<file path="src/rtl/branch_predictor.sv">
// Direct-mapped branch target buffer with 2-bit saturating direction counters.
// Optional build macro PERF_CNT_EN adds lookup/hit/mispredict performance counters.
module branch_predictor #(
    parameter int         ENTRIES  = 16,
    parameter int         ADDR_W   = 32,
    parameter logic [1:0] CNT_INIT = 2'b01,
    parameter int         PERF_W   = 32
) (
    input  logic              clk,
    input  logic              rst,
    input  logic              lookupValidIn,
    input  logic [ADDR_W-1:0] lookupPCIn,
    output logic              hitOut,
    output logic              predTakenOut,
    output logic [ADDR_W-1:0] predTargetOut,
    input  logic              updENIn,
    input  logic [ADDR_W-1:0] updPCIn,
    input  logic              updTakenIn,
    input  logic [ADDR_W-1:0] updTargetIn,
    input  logic              updMispredictIn,
    input  logic              invalidateIn,
    output logic [PERF_W-1:0] lookupCntOut,
    output logic [PERF_W-1:0] hitCntOut,
    output logic [PERF_W-1:0] mispredCntOut
);

    localparam int IDX_W = $clog2(ENTRIES);
    localparam int TAG_W = ADDR_W - 2 - IDX_W;

    logic [ENTRIES-1:0] entry_valid;
    logic [TAG_W-1:0]   entry_tag    [ENTRIES];
    logic [ADDR_W-1:0]  entry_target [ENTRIES];
    logic [1:0]         entry_cnt    [ENTRIES];

    logic [IDX_W-1:0] lk_idx;
    logic [TAG_W-1:0] lk_tag;
    logic [IDX_W-1:0] upd_idx;
    logic [TAG_W-1:0] upd_tag;
    logic             upd_hit;

    assign lk_idx  = lookupPCIn[IDX_W+1:2];
    assign lk_tag  = lookupPCIn[ADDR_W-1:IDX_W+2];
    assign upd_idx = updPCIn[IDX_W+1:2];
    assign upd_tag = updPCIn[ADDR_W-1:IDX_W+2];
    assign upd_hit = entry_valid[upd_idx] && (entry_tag[upd_idx] == upd_tag);

    // Lookup reads only registered state, so an update in flight is not bypassed.
    assign hitOut        = entry_valid[lk_idx] && (entry_tag[lk_idx] == lk_tag);
    assign predTakenOut  = hitOut && entry_cnt[lk_idx][1];
    assign predTargetOut = predTakenOut ? entry_target[lk_idx] : lookupPCIn + ADDR_W'(4);

    always_ff @(posedge clk or posedge rst) begin
        if (rst) begin
            entry_valid <= '0;
            for (int i = 0; i < ENTRIES; i++) begin
                entry_tag[i]    <= '0;
                entry_target[i] <= '0;
                entry_cnt[i]    <= CNT_INIT;
            end
        end else if (invalidateIn) begin
            entry_valid <= '0;
        end else if (updENIn) begin
            if (upd_hit) begin
                if (updTakenIn) begin
                    entry_target[upd_idx] <= updTargetIn;
                    if (entry_cnt[upd_idx] != 2'b11)
                        entry_cnt[upd_idx] <= entry_cnt[upd_idx] + 2'b01;
                end else if (entry_cnt[upd_idx] != 2'b00) begin
                    entry_cnt[upd_idx] <= entry_cnt[upd_idx] - 2'b01;
                end
            end else if (updTakenIn) begin
                // Taken branch that misses claims the slot, evicting whatever lived there.
                entry_valid[upd_idx]  <= 1'b1;
                entry_tag[upd_idx]    <= upd_tag;
                entry_target[upd_idx] <= updTargetIn;
                entry_cnt[upd_idx]    <= 2'b10;
            end
        end
    end

`ifdef PERF_CNT_EN
    logic [PERF_W-1:0] lookup_cnt;
    logic [PERF_W-1:0] hit_cnt;
    logic [PERF_W-1:0] mispred_cnt;
    logic              unused_bits;

    // Counters survive invalidateIn; only reset clears them.
    always_ff @(posedge clk or posedge rst) begin
        if (rst) begin
            lookup_cnt  <= '0;
            hit_cnt     <= '0;
            mispred_cnt <= '0;
        end else begin
            lookup_cnt  <= lookup_cnt + PERF_W'(lookupValidIn);
            hit_cnt     <= hit_cnt + PERF_W'(lookupValidIn & hitOut);
            mispred_cnt <= mispred_cnt + PERF_W'(updENIn & updMispredictIn);
        end
    end

    assign lookupCntOut  = lookup_cnt;
    assign hitCntOut     = hit_cnt;
    assign mispredCntOut = mispred_cnt;
    assign unused_bits   = ^{lookupPCIn[1:0], updPCIn[1:0]};
`else
    logic unused_bits;

    assign lookupCntOut  = '0;
    assign hitCntOut     = '0;
    assign mispredCntOut = '0;
    assign unused_bits   = ^{lookupPCIn[1:0], updPCIn[1:0], lookupValidIn, updMispredictIn};
`endif

endmodule

</file>
<file path="config.mk">
export PLATFORM = sky130hd
export DESIGN_NAME = branch_predictor
export DESIGN_NICKNAME = d
export VERILOG_FILES = /design/src/rtl/branch_predictor.sv
export SDC_FILE = /design/constraint.sdc
export NUM_CORES = 2
export LEC_CHECK = 0
export ABC_AREA = 1
export ABC_CLOCK_PERIOD_IN_PS = 71600
export CAP_MARGIN = 20
export CORE_MARGIN = 2
export CORE_UTILIZATION = 25
export DETAILED_ROUTE_END_ITERATION = 10
export GPL_ROUTABILITY_DRIVEN = 1
export HOLD_SLACK_MARGIN = 0.03
export SYNTH_ARGS = -nofsm -noshare
export SYNTH_HDL_FRONTEND = slang
export SYNTH_SLANG_ARGS = --single-unit
</file>
<file path="constraint.sdc">
create_clock -name clk -period 71.6 [get_ports clk]
set_input_delay 21.48 -clock clk [delete_from_list [all_inputs] [get_ports clk]]
set_output_delay 21.48 -clock clk [all_outputs]
set_load 0.02 [all_outputs]
</file>
==> results.txt <==
status - completed
largest net degree at the start of global routing - 184
share of the synthesized area in the top cell type - 46.86%
CP required - 50,120 ps
via count - 47,240
Yosys cell types - 45
RSZ-0062 raised after global routing - no
CTS clk-pin slew, worst paths - 60 ps
# port buffers - 132
DRC errors left - 0
share of layout cells above drive strength 1 - 4.561%
cts hold-fix bufs - 0
first-pass GRT wire length - 280.3 mm
number of flops mapped to enable cells by yosys - 0
Post-synth top cells - nand2_1, o21ai_0, dfrtp_1
crit-path cells - buf_8 > buf_4 > buf_4 > nor2_1 > o21ai_1 > o21ai_0 > o211ai_1 > nand3b_1 > a21oi_1 > nand3_1 > nor2_2 > nand2_2 > o21ai_1 > clkdlybuf4s50_1
die width - 456.8 um
CP Data Arrival Time - 27,760 ps
reg-to-reg slack, setup - 67,840 ps
core area - 0.2042 mm^2
post-CTS setup buffer count - 0
leakage power - 26.43 nW
CP max stage delay - 870 ps
CP endpoint kind - output port
fmax - 20.31 MHz
GR Util All Layers - 17.46%
Routed wire per std cell - 19.79 um
IO Pins - 233
Tightest Hold Check Type - reg2reg
final WL - 187.8 mm
post-DP HPWL - 109.1 mm
met2 Use GR - 27.89%
VDD IR max - 0.00001746 V
worst-case clock buffer depth - 3
most numerous cell in the Yosys netlist - nand2_1
root buffer cell - clkbuf_16
Nets - 6,817
total chip power - 1.452 mW
Area Growth Syn to Fin - 12.24%
flops & latches, synth - 976
Post-synth ARST share - 100.0%
Clock Skew - 20.12 ps
RR Startpoint - entry_tag[265]
Synth Warn # - 0
initial antenna violation count - 18
critical path peak fanout - 81
CTS resizes - 0
dominant synthesized flop cell - dfrtp_1
Rows - 166
filler instances - 21,890
setup_tns - 0 ps
Synth Cell Area - 0.05126 mm^2
H-tree depth - 3
Fin. Hold Viols - 0
crit path to - predTargetOut[13]
count of maximum capacitance violations - 0
CTS sink cnt - 976
most used routing layer - met2
CTS tree - done
Crit Path Class - in2out
FF-to-FF End - entry_tag[12]
GRT overflow - 0
Worst setup SP type - input pin
reg2reg path depth - 17
Initial Util - 25.11%
die area - 0.2087 mm^2
Routed Antenna Nets - 0
final setup fails - 0
M1 GR Usage - 23.31%
vias per cell - 4.977
Final Max Tran Viols - 0
initial DRC count - 5,405
area leader, netlist - dfrtp_1
PD cells - 25.23 mW/mm^2
Syn Inst Count - 6,930
Sequential Area - 0.02444 mm^2
syn avg cell area - 7.397 um^2
slowest CP cell - o21ai_1
slew margin rel. - 18.58%
multi-input logic area - 0.02304 mm^2
Die H - 456.8 um
GP Congestion - 0.8773
sequential element share of the synthesized area - 47.68%
main area contributors after synthesis - dfrtp_1, nand2_1, o21ai_0
CP startpoint - lookupPCIn[3]
TritonCTS Buffers - 101
latest clock arrival within the worst-skew pair - 730 ps
vias in the first global route - 43,690
clock period minus worst slack - 49,240 ps
met3 Use GR - 2.976%
Period Utilization, post-route - 68.78%
actual slew at the worst max-slew pin - 1221 ps
Initial DRT Pass Iterations - 6
[final cells by class]
cell class,instances,area share [%]
inverters,324,2.149
clock buffers,153,5.132
repair buffers,203,3.432
multi-input cells,5105,40.04
diodes,6,0.02610
well taps,2688,5.846
clock inverters,36,0.8916
flip-flops and latches,976,42.48
[state kept, by name, summed over array words and instances (netlist names)]
register      count
entry_target    512
entry_tag       416
entry_cnt        32
entry_valid      16
[cells in the final DEF, fill, tap and decap left out, drive strengths merged, types with 17 or more instances in the layout]
master         Yosys  routed
a21oi            152     152
clkbuf           311     153
a221oi            17      17
nand3            150     150
conb               1      96
buf              309      76
clkinv             1      20
o22ai             60      60
a22oi             19      19
inv              323     330
clkdlybuf4s50      0     127
nand2           2198    2198
nor2             603     603
dfrtp            960     960
o211ai            73      73
nor3              21      21
o221ai            27      27
o21ai           1574    1574
xor2              26      26
nand4             42      42
[cell families after synthesis]
logic type	share of synthesized area, %
flops	47.68
other cells	0.007315
buf+inv	8.301
xor+xnor	0.4955
simple gates	23.16
fa+ha+maj	0.07323
compound gates	20.28
[per-layer routing]
metal  vias to the layer above  wire length, um
met3                       368            15670
met2                      2130            85700
li1                      22080                -
met1                     22660            78460
met4                         2             7959
met5                         -               10
[per-stage QoR]
| step | hold slack (ps) | setup slack (ps) | cells | utilization, % | instance area [um^2] |
|---|---|---|---|---|---|
| 3_3_place_gp | 453.5 | 22360 | 9292 | 26.43 | 53960 |
| 4_1_cts | 466.9 | 22340 | 9481 | 28.13 | 57430 |
| 6_report | 464.4 | 22360 | 9491 | 28.18 | 57540 |
| 2_1_floorplan | 443.2 | 22690 | 7025 | - | 51620 |
| 5_1_grt | 476.8 | 22250 | 9489 | 28.18 | 57530 |
| 3_5_place_dp | 457.1 | 22360 | 9292 | 26.43 | 53960 |
[worst max-delay path: cells and delay by family]
| kind | cells | cell delay [ps] |
|---|---|---|
| AND/OR/NAND/NOR | 5 | 1610 |
| buffers and inverters | 4 | 2570 |
| AO/OA/AOI/OAI | 5 | 2020 |
[how the worst min path moves through the flow]
stage / cells after the start / start / to
after floorplan: 2 / entry_cnt[18] / entry_cnt[18]
after global placement: 2 / entry_cnt[2] / entry_cnt[2]
after detailed placement: 2 / entry_cnt[24] / entry_cnt[24]
after CTS: 2 / entry_cnt[30] / entry_cnt[30]
after global routing: 2 / entry_cnt[22] / entry_cnt[22]
final: 2 / entry_cnt[20] / entry_cnt[20]
[where the power goes]
part           total [mW]  internal (mW)  leakage, nW  switching (mW)
clock               0.559          0.322         1.71           0.237
sequential          0.666          0.624         12.8          0.0415
combinational       0.227         0.0751         11.9           0.152
total                1.45           1.02         26.4           0.430
Note: power is estimated with default switching activity, not from simulation.
